## src/rtl/mc_riscv_pkg.sv

```systemverilog
// Shared encodings for the multicycle RV32I controller: opcodes, FSM states,
// datapath select codes and the decode-stage dispatch function.
package mc_riscv_pkg;

    localparam logic [6:0] OP_LOAD   = 7'b0000011;
    localparam logic [6:0] OP_STORE  = 7'b0100011;
    localparam logic [6:0] OP_RTYPE  = 7'b0110011;
    localparam logic [6:0] OP_ITYPE  = 7'b0010011;
    localparam logic [6:0] OP_BRANCH = 7'b1100011;
    localparam logic [6:0] OP_JAL    = 7'b1101111;
    localparam logic [6:0] OP_JALR   = 7'b1100111;
    localparam logic [6:0] OP_LUI    = 7'b0110111;

    typedef enum logic [3:0] {
        S_FETCH, S_DECODE, S_MEMADR, S_MEMREAD, S_MEMWB, S_MEMWRITE, S_EXECR,
        S_EXECI, S_LUI, S_ALUWB, S_BRANCH, S_JALR_ADR, S_JAL, S_ILLEGAL
    } state_e;

    localparam logic [2:0] IMM_I = 3'b000;
    localparam logic [2:0] IMM_S = 3'b001;
    localparam logic [2:0] IMM_B = 3'b010;
    localparam logic [2:0] IMM_U = 3'b011;
    localparam logic [2:0] IMM_J = 3'b100;

    localparam logic [1:0] RES_ALUOUT = 2'b00;
    localparam logic [1:0] RES_DATA   = 2'b01;
    localparam logic [1:0] RES_ALURES = 2'b10;

    localparam logic [1:0] SRCA_PC    = 2'b00;
    localparam logic [1:0] SRCA_OLDPC = 2'b01;
    localparam logic [1:0] SRCA_RD1   = 2'b10;

    localparam logic [1:0] SRCB_RD2 = 2'b00;
    localparam logic [1:0] SRCB_IMM = 2'b01;
    localparam logic [1:0] SRCB_4   = 2'b10;

    localparam logic [1:0] ALUOP_ADD   = 2'b00;
    localparam logic [1:0] ALUOP_SUB   = 2'b01;
    localparam logic [1:0] ALUOP_FUNCT = 2'b10;
    localparam logic [1:0] ALUOP_PASSB = 2'b11;

    // State entered after DECODE for a given opcode.
    function automatic state_e op_next(logic [6:0] op);
        case (op)
            OP_LOAD, OP_STORE: return S_MEMADR;
            OP_RTYPE:          return S_EXECR;
            OP_ITYPE:          return S_EXECI;
            OP_BRANCH:         return S_BRANCH;
            OP_JAL:            return S_JAL;
            OP_JALR:           return S_JALR_ADR;
            OP_LUI:            return S_LUI;
            default:           return S_ILLEGAL;
        endcase
    endfunction

endpackage

```

## src/rtl/mc_riscv_controller_branch_cond.sv

```systemverilog
// Branch condition evaluation from funct3 and the ALU compare flags.
// Unsupported funct3 codes (BLTU/BGEU/reserved) resolve as not taken.
module mc_branch_cond (
    input  logic [2:0] funct3,
    input  logic       zero,
    input  logic       lt,
    output logic       take
);

    // Select the flag (or its inverse) that decides the branch.
    always_comb begin
        take = 1'b0;
        case (funct3)
            3'b000:  take = zero;
            3'b001:  take = !zero;
            3'b100:  take = lt;
            3'b101:  take = !lt;
            default: take = 1'b0;
        endcase
    end

endmodule

```

## src/rtl/mc_riscv_controller.sv

```systemverilog
// Multicycle RV32I controller: Moore FSM driving datapath selects/enables,
// memory request handshake and a watchdog on mem_ready.
// Optional macro MC_PERF_CNT_EN adds cycle/instret/stall counters.
module mc_riscv_controller
    import mc_riscv_pkg::*;
#(
    parameter int MEM_TIMEOUT = 16,
    parameter int CNT_W       = 32
) (
    input  logic       clk,
    input  logic       rst_n,
    input  logic [6:0] op,
    input  logic [2:0] funct3,
    input  logic       zero,
    input  logic       lt,
    input  logic       mem_ready,
    output logic       mem_req,
    output logic       PCWrite,
    output logic       AdrSrc,
    output logic       MemWrite,
    output logic       IRWrite,
    output logic [1:0] ResultSrc,
    output logic [1:0] ALUSrcA,
    output logic [1:0] ALUSrcB,
    output logic [1:0] ALUOp,
    output logic [2:0] ImmSrc,
    output logic       RegWrite,
    output logic       instr_done,
    output logic       illegal,
    output logic       bus_error
`ifdef MC_PERF_CNT_EN
    ,
    output logic [CNT_W-1:0] cycle_cnt,
    output logic [CNT_W-1:0] instret_cnt,
    output logic [CNT_W-1:0] stall_cnt
`endif
);

    localparam int WD_W = (MEM_TIMEOUT < 2) ? 1 : $clog2(MEM_TIMEOUT + 1);

    state_e          state_q, state_d;
    logic [WD_W-1:0] wd_cnt_q, wd_cnt_d;
    logic [WD_W:0]   wd_inc;
    logic            illegal_q, illegal_d;
    logic            bus_error_q, bus_error_d;
    logic            take;

    mc_branch_cond u_branch_cond (
        .funct3 (funct3),
        .zero   (zero),
        .lt     (lt),
        .take   (take)
    );

    // Next state, Moore outputs and memory watchdog.
    always_comb begin
        state_d     = state_q;
        illegal_d   = illegal_q;
        bus_error_d = bus_error_q;
        wd_cnt_d    = '0;
        wd_inc      = {1'b0, wd_cnt_q} + 1'b1;
        mem_req     = 1'b0;
        PCWrite     = 1'b0;
        AdrSrc      = 1'b0;
        MemWrite    = 1'b0;
        IRWrite     = 1'b0;
        ResultSrc   = RES_ALUOUT;
        ALUSrcA     = SRCA_PC;
        ALUSrcB     = SRCB_RD2;
        ALUOp       = ALUOP_ADD;
        ImmSrc      = IMM_I;
        RegWrite    = 1'b0;
        instr_done  = 1'b0;
        case (state_q)
            S_FETCH: begin
                mem_req   = 1'b1;
                ALUSrcB   = SRCB_4;
                ResultSrc = RES_ALURES;
                if (mem_ready) begin
                    IRWrite = 1'b1;
                    PCWrite = 1'b1;
                    state_d = S_DECODE;
                end
            end
            S_DECODE: begin
                ALUSrcA = SRCA_OLDPC;
                ALUSrcB = SRCB_IMM;
                ImmSrc  = IMM_B;
                state_d = op_next(op);
                if (op_next(op) == S_ILLEGAL) illegal_d = 1'b1;
            end
            S_MEMADR: begin
                ALUSrcA = SRCA_RD1;
                ALUSrcB = SRCB_IMM;
                // IR still holds the instruction, so op selects load vs store.
                if (op == OP_STORE) begin
                    ImmSrc  = IMM_S;
                    state_d = S_MEMWRITE;
                end else begin
                    state_d = S_MEMREAD;
                end
            end
            S_MEMREAD: begin
                mem_req = 1'b1;
                AdrSrc  = 1'b1;
                if (mem_ready) state_d = S_MEMWB;
            end
            S_MEMWB: begin
                ResultSrc  = RES_DATA;
                RegWrite   = 1'b1;
                instr_done = 1'b1;
                state_d    = S_FETCH;
            end
            S_MEMWRITE: begin
                mem_req  = 1'b1;
                AdrSrc   = 1'b1;
                MemWrite = 1'b1;
                if (mem_ready) begin
                    instr_done = 1'b1;
                    state_d    = S_FETCH;
                end
            end
            S_EXECR: begin
                ALUSrcA = SRCA_RD1;
                ALUOp   = ALUOP_FUNCT;
                state_d = S_ALUWB;
            end
            S_EXECI: begin
                ALUSrcA = SRCA_RD1;
                ALUSrcB = SRCB_IMM;
                ALUOp   = ALUOP_FUNCT;
                state_d = S_ALUWB;
            end
            S_LUI: begin
                ALUSrcB = SRCB_IMM;
                ImmSrc  = IMM_U;
                ALUOp   = ALUOP_PASSB;
                state_d = S_ALUWB;
            end
            S_ALUWB: begin
                RegWrite   = 1'b1;
                instr_done = 1'b1;
                state_d    = S_FETCH;
            end
            S_BRANCH: begin
                ALUSrcA    = SRCA_RD1;
                ALUOp      = ALUOP_SUB;
                PCWrite    = take;
                instr_done = 1'b1;
                state_d    = S_FETCH;
            end
            S_JALR_ADR: begin
                ALUSrcA = SRCA_RD1;
                ALUSrcB = SRCB_IMM;
                state_d = S_JAL;
            end
            S_JAL: begin
                // Target already in ALUOut; ALU forms the link value OldPC+4.
                ALUSrcA = SRCA_OLDPC;
                ALUSrcB = SRCB_4;
                PCWrite = 1'b1;
                state_d = S_ALUWB;
            end
            S_ILLEGAL: state_d = S_ILLEGAL;
            default:   state_d = S_ILLEGAL;
        endcase

        // Watchdog counts unanswered request cycles; any non-waiting cycle clears it.
        if (mem_req && !mem_ready) begin
            wd_cnt_d = wd_inc[WD_W-1:0];
            if (MEM_TIMEOUT != 0 && 32'(wd_inc) >= 32'(MEM_TIMEOUT)) begin
                bus_error_d = 1'b1;
                state_d     = S_ILLEGAL;
                wd_cnt_d    = '0;
            end
        end

        // Reset must silence the bus immediately, not at the next edge.
        if (!rst_n) begin
            mem_req    = 1'b0;
            PCWrite    = 1'b0;
            AdrSrc     = 1'b0;
            MemWrite   = 1'b0;
            IRWrite    = 1'b0;
            ResultSrc  = 2'b00;
            ALUSrcA    = 2'b00;
            ALUSrcB    = 2'b00;
            ALUOp      = 2'b00;
            ImmSrc     = 3'b000;
            RegWrite   = 1'b0;
            instr_done = 1'b0;
        end
    end

    // State, sticky fault flags and watchdog counter.
    always_ff @(posedge clk or negedge rst_n) begin
        if (!rst_n) begin
            state_q     <= S_FETCH;
            wd_cnt_q    <= '0;
            illegal_q   <= 1'b0;
            bus_error_q <= 1'b0;
        end else begin
            state_q     <= state_d;
            wd_cnt_q    <= wd_cnt_d;
            illegal_q   <= illegal_d;
            bus_error_q <= bus_error_d;
        end
    end

    assign illegal   = illegal_q;
    assign bus_error = bus_error_q;

`ifdef MC_PERF_CNT_EN
    logic [CNT_W-1:0] cycle_cnt_q, cycle_cnt_d;
    logic [CNT_W-1:0] instret_cnt_q, instret_cnt_d;
    logic [CNT_W-1:0] stall_cnt_q, stall_cnt_d;

    // Free-running counters; they wrap naturally at 2^CNT_W.
    always_comb begin
        cycle_cnt_d   = cycle_cnt_q + 1'b1;
        instret_cnt_d = instret_cnt_q + CNT_W'(instr_done);
        stall_cnt_d   = stall_cnt_q + CNT_W'(mem_req && !mem_ready);
    end

    // Counter registers.
    always_ff @(posedge clk or negedge rst_n) begin
        if (!rst_n) begin
            cycle_cnt_q   <= '0;
            instret_cnt_q <= '0;
            stall_cnt_q   <= '0;
        end else begin
            cycle_cnt_q   <= cycle_cnt_d;
            instret_cnt_q <= instret_cnt_d;
            stall_cnt_q   <= stall_cnt_d;
        end
    end

    assign cycle_cnt   = cycle_cnt_q;
    assign instret_cnt = instret_cnt_q;
    assign stall_cnt   = stall_cnt_q;
`else
    logic cnt_w_unused;
    assign cnt_w_unused = (CNT_W > 0);
`endif

endmodule

```

## config.mk

```make
export PLATFORM = sky130hd
export DESIGN_NAME = mc_riscv_controller
export DESIGN_NICKNAME = d
export VERILOG_FILES = /design/src/rtl/mc_riscv_pkg.sv /design/src/rtl/mc_riscv_controller_branch_cond.sv /design/src/rtl/mc_riscv_controller.sv
export SDC_FILE = /design/constraint.sdc
export NUM_CORES = 1
export LEC_CHECK = 0
export CELL_PAD_IN_SITES_DETAIL_PLACEMENT = 1
export CELL_PAD_IN_SITES_GLOBAL_PLACEMENT = 1
export CORE_MARGIN = 3
export CORE_UTILIZATION = 35
export DETAILED_ROUTE_END_ITERATION = 6
export PLACE_DENSITY = 0.9
export SLEW_MARGIN = 20
export SYNTH_ARGS = -nofsm -noshare
export SYNTH_HDL_FRONTEND = slang
export SYNTH_HIERARCHICAL = 1
export SYNTH_SLANG_ARGS = --single-unit
export TNS_END_PERCENT = 20
```

## constraint.sdc

```tcl
create_clock -name clk -period 4.55 [get_ports clk]
set_input_delay 0.455 -clock clk [delete_from_list [all_inputs] [get_ports clk]]
set_output_delay 0.455 -clock clk [all_outputs]
set_load 0.05 [all_outputs]
```

* Word-level counts from Yosys, hierarchy flattened
Cells that the tools add are included.
** Operators by class
- Add/subtract/negate cells :: 1
- Multiply operators :: 0
- Divide/modulo/power cells :: 0
- $lt $le $gt $ge :: 1
- Equal/unequal tests :: 24
- Shift-type cells :: 0
- Muxes and demuxes :: 38
- Bitwise logic cells :: 0
- Reduce and logical (&&, ||, !) cells :: 19
** Operator list (number)
- $pmux W4 S8 :: 1
- $pmux W4 S7 :: 1
- $eq A4 B4 Y1 const B :: 6
- $mux W4 :: 6
- $eq A7 B6 Y1 const B :: 3
- $eq A7 B7 Y1 const B :: 3
- $eq A4 B3 Y1 const B :: 4
- $mux W1 :: 14
- $pmux W2 S2 :: 3
- $pmux W2 S3 :: 2
- $reduce_or A2 Y1 :: 6
- $mux W5 :: 2
- $reduce_or A5 Y1 :: 2
- $eq A4 B2 Y1 const B :: 2
- $mux W2 :: 4
- $eq A7 B2 Y1 const B :: 1
- $eq A7 B5 Y1 const B :: 1
- $add A5 B1 Y6 const B :: 1
- $eq A3 B3 Y1 const B :: 2
- $ge A6 B5 Y1 const B :: 1
- $mux W3 :: 2
- $reduce_or A3 Y1 :: 2
- $eq A4 B1 Y1 const B :: 1
- $logic_not A4 Y1 :: 1
- 9 further kinds :: 12
** Storage, ports and cells
- Bits in registers :: 11
- Bits in latches :: 0
- RAM bits :: 0
- Bits in read-only memories :: 0
- Bits of input ports :: 15
- Output and inout port bits :: 20
- Word-level logic and storage cells :: 87
- Memories kept :: 0

* Longest topological paths before layout
Gate-level depths: netlist (run 1).
- Depth after elaboration :: 6
- Mapped depth :: 6
- Gate-level depth less buffers :: 6

* Hierarchy
The synthesis (run 1) kept the hierarchy.
** Modules (own cells, without submodules)
- mc_riscv_controller :: times used 1, cells an instance 147, area an instance 1086.0 sq um, seq. area each 275.3 sq um
- mc_branch_cond :: times used 1, cells an instance 4, area an instance 31.3 sq um, seq. area each 0.0 sq um

* Worst setup path after synthesis (run 1)
OpenSTA, ideal clock, no wires.
- Kind :: reg-to-output
- Start :: register state_q[3]
- End :: output ALUOp[0]
- Arrival time :: 2.467 ns
- Data required time :: 4.095 ns
- Setup slack :: 1.628 ns
- Stages on the path, launching flop included :: 4
- Buffers on the path :: 1
- Cells stage by stage :: dfrtp_1 > clkbuf_1 > clkinv_1 > nor4b_1
** Between the ends
- Cells in the longest elaborated chain, start to end :: 4
- Elaborated cells between the ends (all ways) :: 7
** RTL lines
- from (decl) :: line mc_riscv_controller.sv:41 : state_e state_q, state_d;
- from (signal assigned) :: line mc_riscv_controller.sv:203 : state_q <= state_d;
- $eq A4 B3 Y1 :: line mc_riscv_controller.sv:74 : case (state_q)
- $reduce_or A2 Y1 (no source line)
- $pmux W2 S3 * :: line mc_riscv_controller.sv:74
- $mux W2 * :: line mc_riscv_controller.sv:179 : if (!rst_n) begin
- to (decl) :: line mc_riscv_controller.sv:25 : output logic [1:0] ALUOp,
Mark *: on every way between the ends. The rest lies on a longest branch, timed or not.

* Worst setup path after layout (run 1)
- Start :: register state_q[0]
- End :: output ALUSrcB[0]
** Between the ends
- Cells in the longest elaborated chain, start to end :: 4
- Elaborated cells between the ends (all ways) :: 11
** RTL lines
- $eq A4 B2 Y1 (tied with other cells) :: line mc_riscv_controller.sv:74
- $reduce_or A5 Y1 (no source line) / $reduce_or A2 Y1 (equally long branches)
- $pmux W2 S2 * :: line mc_riscv_controller.sv:74
- $mux W2 * :: line mc_riscv_controller.sv:179
- to (decl) :: line mc_riscv_controller.sv:24 : output logic [1:0] ALUSrcB,
Marks and branches as above.

==> impl_metrics.yaml, run 1 <==
power:
  power_frac_comb_pct: 66.9
  p_switching_uw: 450
  irDropWorstVdd_uv: 171
  seq_power_share_pct: 24.7
  p_leak_nw: 0.574
  power_frac_clock_pct: 8.4
  internal_power_uw: 357
  p_sw_share_pct: 55.7
  power_density_nw_per_um2: 546
finish:
  final_common_cell: "clkdlybuf4s50_1"
  nets: 195
  syn2layout_area_growth_pct: 32.3
  diodes: 0
  final_area_sq_um: 1480
  final_cell_mix: "33 x clkdlybuf4s50_1, 16 x nor2_1, 12 x a21oi_1, 12 x nand2_1, 11 x dfrtp_1"
  drive_above_1_share_pct: 5.62
  nFillCells: 393
placement:
  dpl-instance-area_sq_um: 1450
  gp_congestion: 0.802
  dp_slack_ns: 1.28
  portBuffers: 33
  dpl.hpwl_um: 2630
timing:
  finalClockSkew_ns: 0.00850
  setup_viol: 0
  layout_min_cycle_time_ns: 3.49
  slew_violations: 0
  max_slew_margin_pct: 43.2
  worstMarginPinSlew_ns: 0.849
  tns_ns: 0
  timing.final.crit_share_pct: 76.8
  max_freq_mhz: 286
  worst_slack_ns: 1.06
  rsz0062_at_grt: "no"
  hold_viol: 0
  hold_ws_ns: 0.485
min_path:
  hp-class: "flip-flop to flip-flop"
logic_synthesis:
  synth_edf_count: 0
  synth_warnings: 6
  synth_cells: 151
  ys_seq_area_share_pct: 24.6
  synthDistinctLibCells: 53
  async_flop_share_pct: 100
  synth_area_sq_um: 1120
  ys_ff_latch: 11
  syn_area_per_cell_sq_um: 7.40
  synth_flop_cell: "dfrtp_1"
clock_tree:
  ctsHoldBuffers: 0
  postCtsSetupBuffers: 0
  htreeDepth: 1
  clkTransAtPathRegs_ns: 0.08
  clk_latency_ns: 0.27
  cts_root_buf: "clkbuf_4"
  cts_max_path_buffers: 2
  cts_tree: "built"
  numCtsBuffers: 3
  ctsResizeCount: 0
  cts_sinks: 11
worst_setup_path:
  slowest_delay_ns: 0.80
  worstPathCellList: "nor2b_1, and2b_1, xnor2_1, o22ai_1, and2_1, clkdlybuf4s50_1"
  crit_path_end_kind: "output pin"
  path_class: "flip-flop to output pin"
  critPathRequiredTime_ns: 4.09
  path_buf_inv: 1
  path_max_fanout: 22
  cp_slowest_cell: "clkdlybuf4s50_1"
  critPathTopFamily: "simple AND/OR/NAND/NOR gates"
  crit_arrival_ns: 3.04
  startpoint_type: "flip-flop"
floorplanning:
  core_area_sq_um: 2900
  num_rows: 19
  die_y_um: 62.5
  die-area_sq_um: 3910
  num_io_pins: 35
  die_x_um: 62.5
  start_util_pct: 38.5
routing:
  via_per_inst: 5.69
  drc: 0
  firstDrtPassIters: 4
  drtIter0Drc: 58
  totalWireLength_um: 3470
  vias: 1252
  wire_per_inst_um: 15.8
  ant_nets: 0
grt:
  grt_pass1_vias: 1230
  grt_max_degree: 24
  antenna_found_initial: 0
  grt_usage_pct: 17.4
  grt_first_pass_wirelength_um: 5710
  overflow: 0
run_status:
  status: "completed"
run:
  max_cap_viol_count: 0
power groups by stage:
stage / sequential, mW / clock (mW) / combinational [mW]
floorplan: 0.145 / 0 / 0.438
global placement: 0.193 / 0 / 0.525
detailed placement: 0.199 / 0 / 0.539
CTS: 0.198 / 0.0694 / 0.540
global route: 0.208 / 0.0765 / 0.579
finish: 0.199 / 0.0675 / 0.540
final timing paths:
path                            slack, ns  cells past startpoint           to        from
worst max-delay path                 1.06                      6   ALUSrcB[0]  state_q[0]
worst min-delay path                 0.48                      1    bus_error   bus_error
worst max register to register       2.61                      5  wd_cnt_q[2]  state_q[2]
worst min register to register       0.48                      1    bus_error   bus_error
max in group asynchronous            3.35                      1   state_q[1]       rst_n
min in group asynchronous            0.67                      1   state_q[0]       rst_n
cell usage after synthesis (2+ instances only):
cell | n | share of area [%]
a21oi_1 | 12 | 5.4
nand2b_1 | 5 | 2.8
nor2b_1 | 6 | 3.4
a31oi_1 | 3 | 1.7
nand3_1 | 3 | 1.3
o211ai_1 | 2 | 1.3
dfrtp_1 | 11 | 25
xnor2_1 | 3 | 2.4
o21ai_0 | 3 | 1.3
o21bai_1 | 2 | 1.3
buf_2 | 6 | 2.7
a21o_1 | 2 | 1.3
nand2_1 | 12 | 4.0
inv_1 | 5 | 1.7
and3_1 | 3 | 1.7
nor3_1 | 6 | 2.7
mux2i_1 | 2 | 1.8
o2111ai_1 | 2 | 1.6
nor2_2 | 4 | 2.2
nor2_1 | 16 | 5.4
o32ai_1 | 2 | 1.6
nand4_1 | 2 | 1.1
and2_1 | 3 | 1.7
clkbuf_1 | 4 | 1.3
o22ai_1 | 4 | 2.2
sequential cells by signal, indices dropped and copies added (netlist names):
signal     flops
wd_cnt_q       5
state_q        4
bus_error      1
illegal        1
cell families after synthesis:
logic type / Yosys count / synth area share, %
flops: 11 / 24.6
buf+inv: 17 / 6.72
xor+xnor: 4 / 3.14
other cells: 1 / 0.336
compound gates: 44 / 26.8
mux: 3 / 2.80
fa+ha+maj: 1 / 1.12
simple gates: 70 / 34.5
stage by stage:
stage	std cells	power [mW]	util, %
2_1_floorplan	152	0.583	-
3_3_place_gp	216	0.718	50.0
3_5_place_dp	216	0.739	50.0
4_1_cts	220	0.807	50.9
5_1_grt	220	0.863	50.9
6_report	220	0.807	50.9
layer usage:
layer | wire, um | track usage [%]
met1 | 1550 | 21.5
met2 | 1790 | 32.5
met3 | 122 | 2.34
met4 | 8 | 2.48
met5 | 0 | 0
final cells by class:
class	count	area [sq um]	share of cell area, %
Multi-Input combinational cell	124	771	52.2
Tap cell	42	52.6	3.56
Sequential cell	11	275	18.6
Timing Repair Buffer	33	330	22.4
Inverter	6	22.5	1.52
Clock buffer	4	26.3	1.78
Power figures use the tool's default switching activity.
==> run 2, diff against run 1 <==
--- a/config.mk
+++ b/config.mk
@@ -8,9 +8,9 @@
 export CELL_PAD_IN_SITES_DETAIL_PLACEMENT = 1
 export CELL_PAD_IN_SITES_GLOBAL_PLACEMENT = 1
 export CORE_MARGIN = 3
-export CORE_UTILIZATION = 35
+export CORE_UTILIZATION = 33
 export DETAILED_ROUTE_END_ITERATION = 6
-export PLACE_DENSITY = 0.9
+export PLACE_DENSITY = 0.86
 export SLEW_MARGIN = 20
 export SYNTH_ARGS = -nofsm -noshare
 export SYNTH_HDL_FRONTEND = slang
==> constraint.sdc (replaced) <==
create_clock -name clk -period 3.54 [get_ports clk]
set_input_delay 0.354 -clock clk [delete_from_list [all_inputs] [get_ports clk]]
set_output_delay 0.354 -clock clk [all_outputs]
set_load 0.05 [all_outputs]
==> run 2 against run 1 <==
Utilization fell by 3.1 points. Hold slack better by 0.0036 ns. Global-route usage is 0.29 points higher. Sequential power grew 10%. Critical endpoint unchanged. Largest cell class unchanged. Final area grew 2.2%.
==> impl_metrics.yaml, run 2 (synthesized netlist as in run 1, its figures left out) <==
floorplanning:
  start_util_pct: 35.4
  num_rows: 20
  die_x_um: 64.2
  die_y_um: 64.2
  die-area_sq_um: 4120
  num_io_pins: 35
  core_area_sq_um: 3150
worst_setup_path:
  startpoint_type: "flip-flop"
  path_class: "flip-flop to output pin"
  crit_path_end_kind: "output pin"
  path_max_fanout: 18
  crit_arrival_ns: 2.70
  critPathRequiredTime_ns: 3.19
timing:
  rsz0062_at_grt: "no"
  layout_min_cycle_time_ns: 3.05
  setup_viol: 0
  tns_ns: 0
  finalClockSkew_ns: 0.00125
  slew_violations: 0
  hold_viol: 0
  worstMarginPinSlew_ns: 0.697
  max_slew_margin_pct: 53.5
  max_freq_mhz: 328
  timing.final.crit_share_pct: 86.2
power:
  seq_power_share_pct: 20.7
  power_density_nw_per_um2: 700
  p_sw_share_pct: 55.0
  internal_power_uw: 476
  power_frac_comb_pct: 71.2
  p_leak_nw: 0.594
  irDropWorstVdd_uv: 186
  power_frac_clock_pct: 8.1
  p_switching_uw: 581
grt:
  overflow: 0
  grt_pass1_vias: 1265
  busiest_layer: "met2"
  grt_use_met1_pct: 20.0
  grt_usage_pct: 17.7
  grtUsageMet2_pct: 33.8
  met3_usage_pct: 3.34
  grt_first_pass_wirelength_um: 5800
  antenna_found_initial: 0
  grt_max_degree: 23
clock_tree:
  ctsResizeCount: 0
  clk_latency_ns: 0.27
  postCtsSetupBuffers: 0
  cts_root_buf: "clkbuf_4"
  cts_max_path_buffers: 2
  ctsHoldBuffers: 0
  cts_sinks: 11
  htreeDepth: 1
  clkTransAtPathRegs_ns: 0.07
  numCtsBuffers: 3
  cts_tree: "built"
finish:
  top_register: "wd_cnt_q"
  diodes: 0
  final_cell_mix: "33 x clkdlybuf4s50_1, 16 x nor2_1, 12 x a21oi_1, 12 x nand2_1, 11 x dfrtp_1"
  largest_register_ff_count: 5
  syn2layout_area_growth_pct: 35.2
  nets: 199
  drive_above_1_share_pct: 7.69
  final_common_cell: "clkdlybuf4s50_1"
  nFillCells: 419
  final_area_sq_um: 1510
  reg_top3: "wd_cnt_q x5, state_q x4"
routing:
  totalWireLength_um: 3540
  wire_per_inst_um: 15.7
  drtIter0Drc: 34
  via_per_inst: 5.59
  vias: 1264
  ant_nets: 0
  drc: 0
  firstDrtPassIters: 4
placement:
  gp_congestion: 0.823
  portBuffers: 33
  dpl-instance-area_sq_um: 1480
  dpl.hpwl_um: 2800
run:
  max_cap_viol_count: 0
run_status:
  status: "completed"
min_path:
  hp-class: "flip-flop to flip-flop"
==> run 2: power by group through the flow <==
stage	registers [mW]	clock network (mW)	logic [mW]
floorplan	0.186	0	0.563
global placement	0.218	0	0.726
detailed placement	0.222	0	0.752
CTS	0.219	0.0877	0.755
global route	0.229	0.0951	0.805
finish	0.219	0.0853	0.752
==> run 2: per-layer routing <==
metal / wire, um / vias to the layer above
met5: 0 / -
met4: 38 / 0
met3: 144 / 5
met2: 1930 / 31
met1: 1420 / 620
li1: - / 608
==> run 2: worst max-delay path: stages, from the launching register on <==
cell and delay [ns]:
dfrtp_1 0.70, clkinv_1 0.42, xnor2_1 0.24, o22ai_1 0.12
and2_1 0.14, clkdlybuf4s50_1 0.80
==> run 2: cell type report <==
| cell class | instances | area, sq um | share of cell area [%] |
|---|---|---|---|
| flip-flops and latches | 11 | 275 | 18.2 |
| well taps | 44 | 55.1 | 3.65 |
| multi-input cells | 124 | 771 | 51.0 |
| clock buffers | 4 | 26.3 | 1.74 |
| repair buffers | 37 | 360 | 23.9 |
| inverters | 6 | 22.5 | 1.49 |
==> run 2: path summary, 6_finish.rpt <==
path / startpoint / to / slack, ns / cells past startpoint
worst max-delay path: state_q[3] / ALUSrcB[0] / 0.49 / 5
worst min-delay path: illegal / illegal / 0.49 / 1
worst max register to register: state_q[2] / wd_cnt_q[3] / 1.58 / 5
worst min register to register: illegal / illegal / 0.49 / 1
max in group asynchronous: rst_n / state_q[2] / 2.67 / 2
min in group asynchronous: rst_n / wd_cnt_q[0] / 0.72 / 2
==> run 2: through the flow <==
stage / setup slack [ns] / power [mW] / hold slack, ns / std cells / util (%)
global route: 0.288 / 1.13 / 0.518 / 226 / 47.9
finish: 0.487 / 1.06 / 0.488 / 226 / 47.9
floorplan: 0.719 / 0.749 / 0.0584 / 152 / -
global placement: 0.715 / 0.944 / 0.463 / 222 / 47.1
CTS: 0.500 / 1.06 / 0.497 / 226 / 47.9
detailed placement: 0.674 / 0.974 / 0.470 / 222 / 47.1
